$ cat config.mk
export PLATFORM = sky130hd
export DESIGN_NAME = mac_unit
export DESIGN_NICKNAME = d
export VERILOG_FILES = /design/src/rtl/mac_unit_pkg.sv /design/src/rtl/mac_iter.sv /design/src/rtl/mac_unit.sv
export SDC_FILE = /design/constraint.sdc
export NUM_CORES = 2
export LEC_CHECK = 0
export BUFFER_PORTS_ARGS = -buffer_cell sky130_fd_sc_hd__buf_2
export CAP_MARGIN = 5
export CORE_MARGIN = 2
export CORE_UTILIZATION = 50
export DETAILED_ROUTE_END_ITERATION = 6
export PLACE_DENSITY = 0.65
export SLEW_MARGIN = 25
export SYNTH_ARGS = -nofsm -noshare
export SYNTH_HDL_FRONTEND = slang
export SYNTH_SLANG_ARGS = --single-unit
$ cat constraint.sdc
create_clock -name clk -period 18.2 [get_ports clk]
set_clock_uncertainty 0.05 [all_clocks]
set_input_delay 3.64 -clock clk [delete_from_list [all_inputs] [get_ports clk]]
set_output_delay 3.64 -clock clk [all_outputs]
set_load 0.02 [all_outputs]
$ cat src/rtl/mac_unit_pkg.sv
// Shared types for the custom multiply-accumulate unit: core config subset,
// op encoding (Funct3E[1:0]) and FSM states.
package mac_unit_pkg;

  typedef struct packed {
    int unsigned XLEN;
  } cvw_t;

  localparam cvw_t MAC_DEFAULT_CFG = '{XLEN: 64};

  typedef enum logic [1:0] {
    MAC_MAC = 2'b00,
    MAC_CLR = 2'b01,
    MAC_RD  = 2'b10,
    MAC_WR  = 2'b11
  } mac_op_t;

  typedef enum logic [1:0] {
    IDLE,
    BUSY,
    DONE
  } mac_state_t;

  // MAC and MACCLR run on the iterative engine; everything else is single-cycle.
  function automatic logic isMultiCycle(input logic [2:0] funct3);
    return ~funct3[2] & ~funct3[1];
  endfunction

endpackage

$ cat src/rtl/mac_iter.sv
// Radix-2^ITER shift-add multiplier datapath: operand shifters plus
// partial-product accumulator, advanced one step per enabled cycle.
module mac_iter #(
  parameter int unsigned XLEN = 64,
  parameter int unsigned ITER = 2
) (
  input  logic            clk,
  input  logic            reset,
  input  logic            load,
  input  logic            en,
  input  logic [XLEN-1:0] srcA,
  input  logic [XLEN-1:0] srcB,
  output logic [XLEN-1:0] prod
);

  logic [XLEN-1:0] a, b, partial;

  // Only the low XLEN bits are kept, so the product is sign-agnostic.
  assign partial = b * {{(XLEN-ITER){1'b0}}, a[ITER-1:0]};

  always_ff @(posedge clk or posedge reset) begin
    if (reset) begin
      a    <= '0;
      b    <= '0;
      prod <= '0;
    end else if (load) begin
      a    <= srcA;
      b    <= srcB;
      prod <= '0;
    end else if (en) begin
      prod <= prod + partial;
      a    <= a >> ITER;
      b    <= b << ITER;
    end
  end

endmodule

$ cat src/rtl/mac_unit.sv
// Execute-stage multiply-accumulate unit: FSM, iteration counter, private
// accumulator and the M/W result pipeline feeding the writeback mux.
module mac_unit
  import mac_unit_pkg::*;
#(
  parameter cvw_t        P             = MAC_DEFAULT_CFG,
  parameter int unsigned MAC_ITER_BITS = 2
) (
  input  logic              clk,
  input  logic              reset,
  input  logic              mac_validE,
  input  logic [2:0]        Funct3E,
  input  logic [P.XLEN-1:0] ForwardedSrcAE,
  input  logic [P.XLEN-1:0] ForwardedSrcBE,
  input  logic              StallE,
  input  logic              FlushE,
  input  logic              StallM,
  input  logic              FlushM,
  input  logic              StallW,
  input  logic              FlushW,
  output logic              MACStallE,
  output logic              MACValidW,
  output logic [P.XLEN-1:0] MACResultW
);

  localparam int unsigned XLEN = P.XLEN;
  localparam int unsigned N    = XLEN / MAC_ITER_BITS;
  localparam int unsigned CW   = (N > 1) ? $clog2(N) : 1;

  mac_state_t      state, nextState;
  mac_op_t         opE;
  logic            multiE, startE, iterEn, commitMultiE, commitSingleE, opClr;
  logic            validE, validM;
  logic [CW-1:0]   count;
  logic [XLEN-1:0] acc, prod, accNextE, resultE, resultM;

  assign opE    = mac_op_t'(Funct3E[1:0]);
  assign multiE = mac_validE & isMultiCycle(Funct3E);

  // Independent of StallE so the hazard unit sees no combinational loop.
  assign MACStallE = ~reset & multiE & (state != DONE);

  always_ff @(posedge clk or posedge reset) begin
    if (reset) state <= IDLE;
    else       state <= nextState;
  end

  always_comb begin
    nextState     = state;
    startE        = 1'b0;
    iterEn        = 1'b0;
    commitMultiE  = 1'b0;
    commitSingleE = 1'b0;
    case (state)
      IDLE: begin
        if (!FlushE) begin
          if (multiE) begin
            startE    = 1'b1;
            nextState = BUSY;
          end else if (mac_validE && !StallE) begin
            commitSingleE = 1'b1;
          end
        end
      end
      BUSY: begin
        if (FlushE) begin
          nextState = IDLE;
        end else begin
          iterEn = 1'b1;
          if (count == CW'(N-1)) nextState = DONE;
        end
      end
      DONE: begin
        if (FlushE) begin
          nextState = IDLE;
        end else if (!StallE) begin
          commitMultiE = 1'b1;
          nextState    = IDLE;
        end
      end
      default: nextState = IDLE;
    endcase
  end

  always_ff @(posedge clk or posedge reset) begin
    if (reset) begin
      count <= '0;
      opClr <= 1'b0;
    end else if (startE) begin
      count <= '0;
      opClr <= (opE == MAC_CLR);
    end else if (iterEn) begin
      count <= count + 1'b1;
    end
  end

  mac_iter #(
    .XLEN(XLEN),
    .ITER(MAC_ITER_BITS)
  ) iterEngine (
    .clk  (clk),
    .reset(reset),
    .load (startE),
    .en   (iterEn),
    .srcA (ForwardedSrcAE),
    .srcB (ForwardedSrcBE),
    .prod (prod)
  );

  // Reserved encodings commit with a zero result and leave Acc alone.
  always_comb begin
    accNextE = acc;
    resultE  = '0;
    if (commitMultiE) begin
      accNextE = opClr ? prod : acc + prod;
      resultE  = accNextE;
    end else if (commitSingleE && !Funct3E[2]) begin
      case (opE)
        MAC_RD: resultE = acc;
        MAC_WR: begin
          accNextE = ForwardedSrcAE;
          resultE  = ForwardedSrcAE;
        end
        default: ;
      endcase
    end
  end

  assign validE = commitMultiE | commitSingleE;

  always_ff @(posedge clk or posedge reset) begin
    if (reset) acc <= '0;
    else       acc <= accNextE;
  end

  always_ff @(posedge clk or posedge reset) begin
    if (reset) begin
      validM  <= 1'b0;
      resultM <= '0;
    end else if (FlushM) begin
      validM  <= 1'b0;
      resultM <= '0;
    end else if (!StallM) begin
      validM  <= validE;
      resultM <= resultE;
    end
  end

  always_ff @(posedge clk or posedge reset) begin
    if (reset) begin
      MACValidW  <= 1'b0;
      MACResultW <= '0;
    end else if (FlushW) begin
      MACValidW  <= 1'b0;
      MACResultW <= '0;
    end else if (!StallW) begin
      MACValidW  <= validM;
      MACResultW <= resultM;
    end
  end

endmodule
==> results.yml <==
global_route:
  use_met1_pct: 46.5
  antenna_found_initial: 7
  grt_first_pass_wirelength_um: 133000
  met3_usage_pct: 6.20
  grt_overflow: 0
  grt_pass1_vias: 23400
  grtUsageMet2_pct: 41.2
  grt_busiest_layer: "met1"
  grt_max_degree: 145
  track_usage_pct: 29.6
clock_network:
  holdBufCountCts: 0
  cts_tree: "built"
  post_cts.repair.setup_buffers: 0
  cts_sinks: 394
  cts_buffers: 46
  cts.repair.resized: 0
  clk_latency_ns: 0.59
  clk_pin_slew_ns: 0.06
  cts_root_buf: "clkbuf_16"
  h-tree-depth: 2
  cts_max_path_buffers: 3
layout:
  area_growth_pct: 11.4
  nFillCells: 5055
  multi_input_area_um2: 16100
  drive_gt1_share_pct: 10.7
  nets: 3691
  fin_area_um2: 30800
  regArea_um2: 9860
timing:
  fin_tns_setup_ns: 0
  layout_worst_path_cycle_share_pct: 45.7
  drv_slew: 0
  fin_crit_ns: 8.31
  hold_violations: 0
  slew_headroom_pct: 29.1
  rsz0062_at_grt: "no"
  tightest_slew_ns: 1.06
  fmax_mhz: 120
  setup_viol: 0
synthesis:
  synth_ff_type: "dfrtp_1"
  synth_fp_nets: 3616
  ys_top_cells_by_area: "dfrtp_1, nand2_1, mux2i_1, ha_1, fa_1"
  synth_edf_count: 0
  synth_cells: 3284
  yosysMostFrequentCell: "nand2_1"
  yosys.area.top_type: "dfrtp_1"
  avgSynthCellArea_um2: 8.41
  yosys_register_bits: 394
  synth-seq-area-share_pct: 35.7
  ys_types: 81
  synthArstFlopShare_pct: 100
  ys_warn_count: 0
  mappedNetlistArea_um2: 27600
  synthDominantCellAreaShare_pct: 35.7
  yosys-top-cells-count: "nand2_1, dfrtp_1, nor2_1"
worst_setup_path:
  required_ns: 14.51
  startpoint_type: "input port"
  path_class: "in2out"
  cp_max_fo: 72
  arrival_ns: 4.62
  cp-end-kind: "primary output"
routing:
  antenna_left: 0
  routed_wl_um: 84500
  wire_per_inst_um: 20.6
  drtPass1Iterations: 5
  drt-initial-drc-count: 2170
  drc: 0
  vias: 24400
  avgViaCountPerCell: 5.96
hold_path:
  hold_class: "reg2reg"
pwr:
  p_leak_nw: 15.5
  p_per_area_nw_per_um2: 132
  ir_drop_uv: 72.4
floorplanning:
  io-pin-count: 206
  die_h_um: 239
  initial_utilization_pct: 50.3
  core_area_um2: 54900
  die_area_um2: 57100
  num_rows: 86
  die_w_um: 239
place:
  dpl.hpwl_um: 61800
  placed_area_um2: 29000
  place.gp.congestion: 0.974
  io_buffer_count: 205
run_status:
  status: "completed"
flow_run:
  maxCapViolCount: 0
final timing paths:
| kind | depth (start not counted) | from | endpoint | slack (ns) |
|---|---|---|---|---|
| max | 4 | reset | MACStallE | 9.89 |
| min | 2 | iterEngine.a[26] | iterEngine.a[26] | 0.42 |
| max reg2reg | 18 | iterEngine.a[0] | iterEngine.prod[63] | 12.92 |
| min reg2reg | 2 | iterEngine.a[26] | iterEngine.a[26] | 0.42 |
| max in group asynchronous | 4 | reset | iterEngine.prod[14] | 12.83 |
| min in group asynchronous | 2 | reset | MACResultW[48] | 3.05 |
routing by layer:
metal	wire, um	vias up	part of all wire [%]
met2	34300	854	41
li1	-	11500	-
met5	24	-	0.028
met3	7280	105	8.6
met4	1540	4	1.8
met1	41300	11900	49
power breakdown:
group          switching, mW  total, mW  internal (mW)
clock network          0.387       1.03          0.647
logic                   1.10       1.75          0.648
registers              0.231       1.28           1.05
placed cells by master, fill, tap and decap left out, drive strengths merged, types with 21 or more instances in the layout:
cell,Yosys,routed
a21o,64,64
a21oi,182,182
a221oi,21,21
a22oi,110,110
a31oi,54,54
buf,29,233
clkbuf,177,61
dfrtp,394,394
fa,64,64
ha,128,128
inv,244,245
mux2i,210,210
nand2,600,600
nand3,45,45
nand4,35,35
nor2,256,256
nor3,32,32
o211ai,25,25
o21ai,237,237
o21bai,31,31
xnor2,70,70
xor2,49,49
cells by family after synthesis:
group	Yosys count	share of synthesized area, %
buf+inv	450	6.12
compound gates	853	19.9
flops	394	35.7
xor+xnor	119	3.77
simple gates	1054	16.0
fa+ha+maj	192	10.4
mux	222	8.10
metrics by stage:
stage	setup slack, ns	cells	power [mW]	hold slack, ns	utilization (%)
after global routing	9.77	4103	4.37	0.446	56.0
after detailed placement	9.87	4014	3.01	0.414	52.9
final	9.89	4104	4.07	0.424	56.0
after floorplan	1.47	3284	2.52	0.396	-
after CTS	9.86	4098	4.06	0.428	56.0
after global placement	9.85	4014	2.98	0.409	52.9
state kept, by name (all words and copies together) (netlist names):
register and flops:
MACResultW 64, MACValidW 1, acc 64, count 5
iterEngine.a 64, iterEngine.b 64, iterEngine.prod 64, opClr 1
resultM 64, state 2, validM 1
layout make-up:
type / count / area share [%]
multi-input combinational: 2440 / 52.4
clock inverter: 23 / 1.24
antenna: 5 / 0.0407
timing repair buffer: 233 / 4.15
clock buffer: 61 / 4.25
tap: 704 / 2.86
inverter: 244 / 3.00
sequential: 394 / 32.1
worst max-delay path, stage by stage:
cell and delay (ns):
buf_2 0.13, inv_8 0.36, and4_1 0.27, buf_2 0.16
(Power assumes the default switching activity.)
